<file path="config.mk">
export PLATFORM = sky130hd
export DESIGN_NAME = adc_channel_sequencer
export DESIGN_NICKNAME = d
export VERILOG_FILES = /design/src/rtl/adc_channel_sequencer.sv
export SDC_FILE = /design/constraint.sdc
export NUM_CORES = 1
export LEC_CHECK = 0
export CELL_PAD_IN_SITES_DETAIL_PLACEMENT = 1
export CELL_PAD_IN_SITES_GLOBAL_PLACEMENT = 1
export CORE_ASPECT_RATIO = 1.5
export CORE_MARGIN = 2
export CORE_UTILIZATION = 33
export DETAILED_ROUTE_END_ITERATION = 10
export PLACE_DENSITY = 0.78
export SETUP_SLACK_MARGIN = 0.4
export SYNTH_ARGS = -nofsm -noshare
export SYNTH_HDL_FRONTEND = slang
export SYNTH_SLANG_ARGS = --single-unit
</file>
<file path="constraint.sdc">
create_clock -name clk -period 2 [get_ports clk]
set_input_delay 0.3 -clock clk [delete_from_list [all_inputs] [get_ports clk]]
set_output_delay 0.3 -clock clk [all_outputs]
set_load 0.01 [all_outputs]
</file>
<file path="src/rtl/adc_channel_sequencer.sv">
// adc_channel_sequencer
//
// Round-robin scheduler that shares one ADC conversion core among NCH requesting
// channels. A pending request is granted in IDLE, the analog mux is settled with
// the ADC disabled, the first valid conversion after the first CONVERT cycle is
// captured, and the result is returned with a one-cycle one-hot acknowledge.
//
// Optional feature macro: ADC_SEQ_TIMEOUT_EN
//   defined   : CONVERT aborts after TIMEOUT_CYC cycles; ack pulses with err=1, result=0.
//   undefined : CONVERT waits indefinitely and err is tied low.
//
// Ports:
//   clk              clock
//   rst_n            asynchronous active-low reset
//   req_i            per-channel conversion request (level)
//   ack_o            one-hot, one-cycle pulse: result_o is valid for that channel
//   result_o         conversion result, valid while ack_o != 0
//   err_o            one-cycle pulse with ack_o when the conversion timed out
//   busy_o           high whenever the sequencer is not idle
//   adc_sel_o        analog mux channel select
//   adc_enable_o     ADC enable (high only in CONVERT)
//   adc_data_ready_i ADC result-valid flag
//   adc_q_i          ADC result
module adc_channel_sequencer #(
    parameter int unsigned NCH         = 4,
    parameter int unsigned NBITS       = 8,
    parameter int unsigned SETTLE_CYC  = 2,
    parameter int unsigned TIMEOUT_CYC = 16
) (
    input  logic                     clk,
    input  logic                     rst_n,
    input  logic [NCH-1:0]           req_i,
    output logic [NCH-1:0]           ack_o,
    output logic [NBITS-1:0]         result_o,
    output logic                     err_o,
    output logic                     busy_o,
    output logic [$clog2(NCH)-1:0]   adc_sel_o,
    output logic                     adc_enable_o,
    input  logic                     adc_data_ready_i,
    input  logic [NBITS-1:0]         adc_q_i
);

    localparam int unsigned SelW = $clog2(NCH);
    localparam int unsigned SetW = (SETTLE_CYC > 1) ? $clog2(SETTLE_CYC) : 1;

    typedef enum logic [1:0] {StIdle, StSettle, StConvert, StDone} state_e;

    state_e            state_q, state_d;
    logic [SelW-1:0]   grant_q, grant_d;
    logic [SelW-1:0]   ptr_q, ptr_d;
    logic [SetW-1:0]   settle_q, settle_d;
    logic              first_q, first_d;   // first CONVERT cycle: ready flag may be stale
    logic [NBITS-1:0]  result_q, result_d;

    logic              pick_vld;
    logic [SelW-1:0]   pick_idx;
    logic [SelW-1:0]   idx;

`ifdef ADC_SEQ_TIMEOUT_EN
    localparam int unsigned TmoW = $clog2(TIMEOUT_CYC);
    logic [TmoW-1:0]   tmo_q, tmo_d;
    logic              err_q, err_d;
`else
    logic              unused_tmo_cfg;
    assign unused_tmo_cfg = ^TIMEOUT_CYC;
`endif

    // Lowest requesting index at or after ptr, wrapping modulo NCH.
    always_comb begin
        pick_vld = 1'b0;
        pick_idx = '0;
        idx      = '0;
        for (int unsigned i = 0; i < NCH; i++) begin
            idx = SelW'((32'(ptr_q) + i) % NCH);
            if (!pick_vld && req_i[idx]) begin
                pick_vld = 1'b1;
                pick_idx = idx;
            end
        end
    end

    always_comb begin
        state_d  = state_q;
        grant_d  = grant_q;
        ptr_d    = ptr_q;
        settle_d = settle_q;
        first_d  = first_q;
        result_d = result_q;
`ifdef ADC_SEQ_TIMEOUT_EN
        tmo_d    = tmo_q;
        err_d    = err_q;
`endif
        unique case (state_q)
            StIdle: begin
                if (pick_vld) begin
                    grant_d  = pick_idx;
                    settle_d = SetW'(SETTLE_CYC - 1);
                    state_d  = StSettle;
                end
            end
            StSettle: begin
                if (settle_q == '0) begin
                    first_d = 1'b1;
`ifdef ADC_SEQ_TIMEOUT_EN
                    tmo_d   = '0;
`endif
                    state_d = StConvert;
                end else begin
                    settle_d = settle_q - SetW'(1);
                end
            end
            StConvert: begin
                first_d = 1'b0;
`ifdef ADC_SEQ_TIMEOUT_EN
                tmo_d   = tmo_q + TmoW'(1);
`endif
                if (!first_q && adc_data_ready_i) begin
                    result_d = adc_q_i;
`ifdef ADC_SEQ_TIMEOUT_EN
                    err_d    = 1'b0;
`endif
                    state_d  = StDone;
                end
`ifdef ADC_SEQ_TIMEOUT_EN
                else if (tmo_q == TmoW'(TIMEOUT_CYC - 1)) begin
                    result_d = '0;
                    err_d    = 1'b1;
                    state_d  = StDone;
                end
`endif
            end
            StDone: begin
                ptr_d   = (grant_q == SelW'(NCH - 1)) ? '0 : grant_q + SelW'(1);
                state_d = StIdle;
            end
            default: state_d = StIdle;
        endcase
    end

    always_ff @(posedge clk or negedge rst_n) begin
        if (!rst_n) begin
            state_q  <= StIdle;
            grant_q  <= '0;
            ptr_q    <= '0;
            settle_q <= '0;
            first_q  <= 1'b0;
            result_q <= '0;
`ifdef ADC_SEQ_TIMEOUT_EN
            tmo_q    <= '0;
            err_q    <= 1'b0;
`endif
        end else begin
            state_q  <= state_d;
            grant_q  <= grant_d;
            ptr_q    <= ptr_d;
            settle_q <= settle_d;
            first_q  <= first_d;
            result_q <= result_d;
`ifdef ADC_SEQ_TIMEOUT_EN
            tmo_q    <= tmo_d;
            err_q    <= err_d;
`endif
        end
    end

    always_comb begin
        ack_o = '0;
        if (state_q == StDone) begin
            ack_o = NCH'(1) << grant_q;
        end
    end

`ifdef ADC_SEQ_TIMEOUT_EN
    assign err_o = (state_q == StDone) && err_q;
`else
    assign err_o = 1'b0;
`endif

    assign result_o     = result_q;
    assign busy_o       = (state_q != StIdle);
    assign adc_sel_o    = grant_q;
    assign adc_enable_o = (state_q == StConvert);

endmodule

</file>
==> results of run 1 <==
==> cell families after synthesis <==
| group | synth area share |
|---|---|
| buf+inv | 0.0381 |
| other cells | 0.00423 |
| mux | 0.173 |
| compound gates | 0.0818 |
| simple gates | 0.124 |
| flops | 0.451 |
| fa+ha+maj | 0.127 |
==> per-stage QoR <==
| stage | setup WS (ns) | utilization | hold slack (ns) | power [uW] |
|---|---|---|---|---|
| 2_1_floorplan | 0.420 | - | 0.00441 | 1140 |
| 3_3_place_gp | 0.193 | 0.474 | 0.486 | 1570 |
| 3_5_place_dp | 0.153 | 0.474 | 0.494 | 1600 |
| 4_1_cts | 0.272 | 0.517 | 0.370 | 2020 |
| 5_1_grt | 0.272 | 0.534 | 0.374 | 2290 |
| 6_report | 0.351 | 0.534 | 0.358 | 2130 |
==> registers in the layout (all words and copies together) (netlist names) <==
| name | cells |
|---|---|
| result_o | 8 |
| adc_sel_o | 2 |
| ptr_q | 2 |
| state_q | 2 |
| first_q | 1 |
| settle_q | 1 |
==> layout make-up <==
class / count / share of cell area
Inverter: 7 / 0.0206
Tap cell: 37 / 0.0331
Sequential cell: 16 / 0.289
Timing Repair Buffer: 39 / 0.252
Clock buffer: 4 / 0.0394
Multi-Input combinational cell: 53 / 0.366
==> where the power goes <==
part           internal [uW]  switching (uW)
sequential               499             154
clock                    175             121
combinational            684             494
==> cell usage in the layout (no fill, tap or decap), types with 2 or more instances in the layout <==
cell,synthesis,final
clkdlybuf4s50_1,0,24
dfrtp_1,16,13
mux2_2,10,10
buf_4,1,7
inv_1,7,5
ha_1,9,5
and2_1,4,4
nor2_1,4,4
ha_4,0,4
clkbuf_8,0,4
mux2i_1,3,3
a21oi_1,3,3
nand2_1,3,3
dfrtp_2,0,3
buf_2,0,3
nand2b_1,2,2
or2b_1,2,2
o41ai_1,2,2
dlygate4sd2_1,0,2
buf_6,0,2
==> synthesized netlist by cell type <==
master / number
a311oi_1: 1
ha_1: 9
and2_1: 4
nor2_1: 4
o41ai_1: 2
o2bb2ai_1: 1
mux2_2: 10
nor4_2: 1
nand3_1: 1
a222oi_1: 1
nand2_1: 3
inv_1: 7
conb_1: 1
or2b_1: 2
dfrtp_1: 16
a21oi_1: 3
o21ai_0: 1
nand2b_1: 2
buf_4: 1
nor2b_1: 1
o31ai_1: 1
mux2i_1: 3
mux2_1: 1
nand3b_1: 1
==> how the worst min path moves through the flow <==
stage	startpoint	cells after the start	to	slack, ns
2_1_floorplan	rst_n	0	adc_sel_o[0]	0.004
3_3_place_gp	result_o[2]	1	result_o[2]	0.49
3_5_place_dp	result_o[0]	1	result_o[0]	0.49
4_1_cts	rst_n	2	adc_sel_o[1]	0.37
5_1_grt	rst_n	2	adc_sel_o[1]	0.37
6_report	rst_n	2	adc_sel_o[1]	0.36
==> routing by layer <==
layer  part of all wire  global-route usage  vias up  routed length [um]
met2               0.59               0.290       21                1400
li1                   -                   -      349                   -
met1               0.34               0.163      369                 803
met3              0.037              0.0321        7                  87
met5                  0                   0        -                   0
met4              0.031              0.0821        0                  73
==> timing repair <==
item                       CTS  global route
pin swaps                    1             2
setup endpoints to repair   15            17
resized for setup           24            10
setup buffers                5             2
==> metrics.cfg, run 1 <==
[status]
status=completed

[synthesis]
synthCells=77
yosysUniqueCellTypes=24
yosysSeqAreaShare=0.451
yosysTopAreaCell=dfrtp_1
syn-num-nets=101
synth_area_leaders=dfrtp_1 (45%), ha_1 (13%), mux2_2 (13%)
synth_warnings=0
synth_top_area_share=0.451
avgSynthCellArea_um2=11.5
syn_area_um2=887
synth-seq-cells=16

[sta]
rsz0062_at_grt=true
fmax_mhz=606
finalSetupTns_ns=0
clock_skew_ns=0.00150
hold_viol=0
fin_crit_sh=0.825
report.final.slew_viol_count=0
min_period_ns=1.65
setup_violations=0

[placed_design]
port_buffers=30
routabilityCongestion=0.709
dp.cells=145
dp_hpwl_um=1530
dpl_cell_area_um2=1240

[drt]
vias=746
via_per_inst=4.78
drt_first_pass_iters=4
wl_um=2370
drtAntennaViolNets=0
wl_per_cell_um=15.2
drt_iter0_drc=16
drc=0

[critical_path]
crit_buf_inv=1
cp.arrival_ns=1.78
reg2reg_from=state_q[1]
crit_cells=4
timing.reg2reg.setup_slack_ns=0.37
r2r_end=state_q[1]
path_cells=clkdlybuf4s50_1, nor4_4, a222oi_1, mux2_1
endpoint=state_q[1]
worstSetupPathType=in2reg
critical_path_required_ns=2.13
cpLargestDelayFamily=buffers and inverters
end_kind=flip-flop
cp_max_fo=5
start_kind=input pin
slowest_stage=clkdlybuf4s50_1
reg2regPathDepth=4
critPathMaxStageDelay_ns=0.62
crit_path_start=req_i[0]

[final_layout]
fin_area_um2=1400
fill_cells=288
register_area_um2=404
layout-drive-gt1-share=0.311
diodes=0
finalNetCount=144
final_cells=156
area_delta_synth_final_pct=57.7
multiInputGateArea_um2=512

[grt]
track_usage=0.159
grt_overflow=0
grt_max_degree=17
antenna_found_initial=0
grt_pass1_vias=750
grt_pass1_wl_um=3510

[floorplan]
rows=23
start_util=0.339
die_area_um2=3130
io-pin-count=32
core_region_area_um2=2620
dieWidth_um=46.3
die_height_um=67.5

[min_path]
holdCritPathClass=in2async

[clock_tree]
cts_sinks=16
insertion_delay_ns=0.26
cts_max_path_buffers=2
cts.htree.levels=1
ctsHoldBuffers=0
cts-root-buf=clkbuf_8
numCtsBuffers=3
cts_tree=yes
clk_pin_slew_ns=0.07

[run]
cap_violations=0

[pwr]
ir_drop_mv=0.790
p_leak_uw=0.000610
powerDensity_nw_per_um2=1520

No activity file was read; power rests on OpenSTA's default activity.
==> inputs of run 2 (changes only) <==
clock period = 1.7 ns   (was 2 ns; I/O delays follow)
==> metrics.cfg, run 2 (synthesis gave the netlist of run 1 again) <==
[critical_path]
worstSetupPathType=reg2reg
path_cells=buf_6, ha_4, a222oi_1, buf_4, mux2_4
critical_path_required_ns=1.84
slowest_stage=dfrtp_1
start_kind=flip-flop
cp.arrival_ns=1.86
end_kind=flip-flop
critPathMaxStageDelay_ns=0.42
cp_max_fo=3

[final_layout]
layout-drive-gt1-share=0.540
layout_commonest_cell=buf_6
most-common-layout-cells=buf_6 (16), buf_4 (15), dfrtp_1 (13), mux2_4 (11), clkdlybuf4s50_1 (10)
diodes=0
fill_cells=242
fin_area_um2=1740
finalNetCount=162
area_delta_synth_final_pct=95.6
largest_reg_flops=8

[drt]
drt_first_pass_iters=4
drt_iter0_drc=15
wl_per_cell_um=18.0
drtAntennaViolNets=0
wl_um=3130
drc=0
vias=830
via_per_inst=4.77

[floorplan]
die_area_um2=3130
rows=23
core_region_area_um2=2620
dieWidth_um=46.3
die_height_um=67.5
start_util=0.339
io-pin-count=32

[run]
cap_violations=0

[status]
status=complete, but fails checks
violations=setup timing

[clock_tree]
insertion_delay_ns=0.25
cts-root-buf=clkbuf_8
cts.htree.levels=1
cts_max_path_buffers=2
ctsHoldBuffers=0
numCtsBuffers=3
cts_sinks=16
clk_pin_slew_ns=0.07
cts_tree=yes

[sta]
setup_slack_ns=-0.0255
setup_violations=1
hold_viol=0
rsz0062_at_grt=true
min_period_ns=1.73
fmax_mhz=580
fin_crit_sh=1.02
clock_skew_ns=0.00268
holdWs_ns=0.350
report.final.slew_viol_count=0

[grt]
track_usage=0.205
grt_overflow=0
grt_pass1_wl_um=4450
antenna_found_initial=0
grt_pass1_vias=887
grt_max_degree=17

[placed_design]
port_buffers=30
dp_hpwl_um=1700
dpl_cell_area_um2=1280
pre_cts_slack_ns=-0.0651
routabilityCongestion=0.778

[min_path]
holdCritPathClass=in2async

[pwr]
powerDensity_nw_per_um2=1840
finalPower_uw=3190
ir_drop_mv=0.990
p_leak_uw=0.000840

run 2: cell types whose count changed in the layout (fill, tap and decap cells not counted), sizes merged:
cell           before  now
buf                12   33
clkdlybuf4s15       0    1
clkdlybuf4s50      24   10
dlygate4sd2         2    9
dlymetal6s2s        0    3
run 2: metal layers:
| metal | share of wire | global-route usage |
|---|---|---|
| met2 | 0.58 | 0.368 |
| met1 | 0.37 | 0.236 |
| met4 | 0.020 | 0.0786 |
| met5 | 0 | 0 |
| met3 | 0.024 | 0.0241 |
run 2: cell type report:
class	instances	area (um^2)	area share
clock buffer	4	55.1	0.0317
sequential	16	404	0.233
multi-input combinational	53	652	0.376
timing repair buffer	57	549	0.317
inverter	7	28.8	0.0166
tap	37	46.3	0.0267
run 2: worst max-delay path, delay by kind of cell, from the launching register on:
family / cells / cell delay [ns]
compound gates: 1 / 0.40
mux: 1 / 0.29
buf+inv: 2 / 0.34
fa+ha+maj: 1 / 0.16
flops: 1 / 0.42
run 2: final timing paths:
path	slack [ns]	cells after the start	start	endpoint
worst max-delay path	-0.03	5	state_q[0]	state_q[1]
worst min-delay path	0.35	2	rst_n	adc_sel_o[1]
worst max register to register	-0.03	5	state_q[0]	state_q[1]
worst min register to register	0.50	1	result_o[2]	result_o[2]
max in group asynchronous	1.14	2	rst_n	state_q[1]
min in group clk	0.50	1	result_o[2]	result_o[2]
run 2: report_power, final:
group          switching (uW)  internal, uW
Sequential                182           587
Combinational             842          1230
Clock                     137           205
run 2: what timing repair did:
| item | in CTS | in global routing |
|---|---|---|
| gates resized for setup | 65 | 37 |
| pin swaps | 6 | 9 |
| endpoints found under the hold margin | 0 | 0 |
| setup buffers | 13 | 7 |
| endpoints found under the setup margin | 29 | 21 |
run 2: metrics by stage:
| stage | cells | utilization | setup TNS [ns] |
|---|---|---|---|
| floorplan | 77 | - | 0 |
| global placement | 150 | 0.490 | 0 |
| detailed placement | 150 | 0.490 | -0.0829 |
| CTS | 167 | 0.591 | 0 |
| global route | 174 | 0.663 | -0.0863 |
| finish | 174 | 0.663 | -0.0255 |
==> inputs of run 3 (changes only) <==
MAX_ROUTING_LAYER = met4   (was unset)
SETUP_SLACK_MARGIN = unset   (was 0.4)
==> metrics.cfg, run 3 (synthesis gave the netlist of run 1 again) <==
[sta]
setup_violations=0
report.final.slew_viol_count=0
finalSetupTns_ns=0
hold_viol=0
clock_skew_ns=0.00159
fin_crit_sh=0.981
setup_slack_ns=0.0330
fmax_mhz=600
min_period_ns=1.67

[final_layout]
fin_area_um2=1440
final_util=0.549
diodes=0
final_cells=162
fill_cells=279
layout-drive-gt1-share=0.312
register_area_um2=403
largest_reg_flops=8
area_delta_synth_final_pct=62.1
finalNetCount=150
most-common-layout-cells=clkdlybuf4s50_1 (24), dfrtp_1 (14), buf_4 (14), mux2_2 (10)
multiInputGateArea_um2=497
layout_commonest_cell=clkdlybuf4s50_1

[clock_tree]
cts_max_path_buffers=2
ctsHoldBuffers=0
numCtsBuffers=3
cts_sinks=16
insertion_delay_ns=0.25
cts.htree.levels=1
cts-root-buf=clkbuf_8
cts_tree=yes
clk_pin_slew_ns=0.06

[grt]
grt_pass1_vias=848
track_usage=0.173
grt_pass1_wl_um=3830
antenna_found_initial=0
grt_max_degree=17
grt_overflow=0

[pwr]
ir_drop_mv=0.801
pwr-share-seq=0.302
pwr-share-clk=0.134
comb_power_share=0.563
powerDensity_nw_per_um2=1730
p_leak_uw=0.000648
p_sw_uw=863
p_int_uw=1630
swShare=0.346

[drt]
wl_um=2190
drt_first_pass_iters=4
vias=764
via_per_inst=4.72
drc=0
drtAntennaViolNets=0
wl_per_cell_um=13.5
drt_iter0_drc=14

[floorplan]
core_region_area_um2=2620
die_area_um2=3130
dieWidth_um=46.3
die_height_um=67.5
io-pin-count=32
rows=23
start_util=0.339

[run]
cap_violations=0

[placed_design]
dp_hpwl_um=1700
dpl_cell_area_um2=1290
dp.cells=152
pre_cts_slack_ns=0.00205
routabilityCongestion=0.662
port_buffers=30

[critical_path]
cp_max_fo=3
critical_path_required_ns=1.83
start_kind=flip-flop
worstSetupPathType=reg2reg
cp.arrival_ns=1.80
end_kind=flip-flop

[min_path]
holdCritPathClass=in2async

[status]
status=completed

-- run 3: metal layers --
metal | track usage | up-vias | routed length [um]
met3 | 0.0267 | 2 | 71
met1 | 0.180 | 381 | 829
met4 | 0.0571 | 0 | 17
li1 | - | 362 | -
met5 | - | - | 0
met2 | 0.316 | 19 | 1280
-- run 3: through the flow --
stage / hold WS, ns / total power, uW
after floorplan: -0.0406 / 1340
after detailed placement: 0.494 / 1950
after global routing: 0.350 / 2720
after CTS: 0.338 / 2390
final: 0.329 / 2490
after global placement: 0.486 / 1890
-- run 3: path summary, 6_finish.rpt --
path	to	startpoint	depth (start not counted)	slack (ns)
max	state_q[1]	state_q[1]	6	0.03
min	adc_sel_o[1]	rst_n	2	0.33
max reg2reg	state_q[1]	state_q[1]	6	0.03
min reg2reg	result_o[4]	result_o[4]	1	0.51
max in group asynchronous	adc_sel_o[0]	rst_n	2	1.17
min in group clk	result_o[4]	result_o[4]	1	0.51
-- run 3: cell type report --
class | count | share of cell area
Tap cell | 37 | 0.0322
Sequential cell | 16 | 0.280
Timing Repair Buffer | 45 | 0.285
Clock buffer | 4 | 0.0383
Multi-Input combinational cell | 53 | 0.346
Inverter | 7 | 0.0183
-- run 3: power by group through the flow --
stage | sequential [uW] | clock, uW | combinational [uW]
2_1_floorplan | 771 | 0 | 568
3_3_place_gp | 735 | 0 | 1150
3_5_place_dp | 751 | 0 | 1200
4_1_cts | 750 | 341 | 1300
5_1_grt | 784 | 367 | 1570
6_report | 753 | 335 | 1400
-- run 3: worst max-delay path, stage by stage, from the launching register on --
cell	delay (ns)
dfrtp_2	0.41
buf_6	0.12
inv_2	0.05
ha_2	0.17
a222oi_1	0.33
buf_4	0.18
mux2_4	0.29
-- run 3: repair_timing --
action,4_1_cts,5_1_grt
setup endpoints to repair,6,3
setup buffers,4,2
pin swaps,1,1
gates resized for setup,15,5
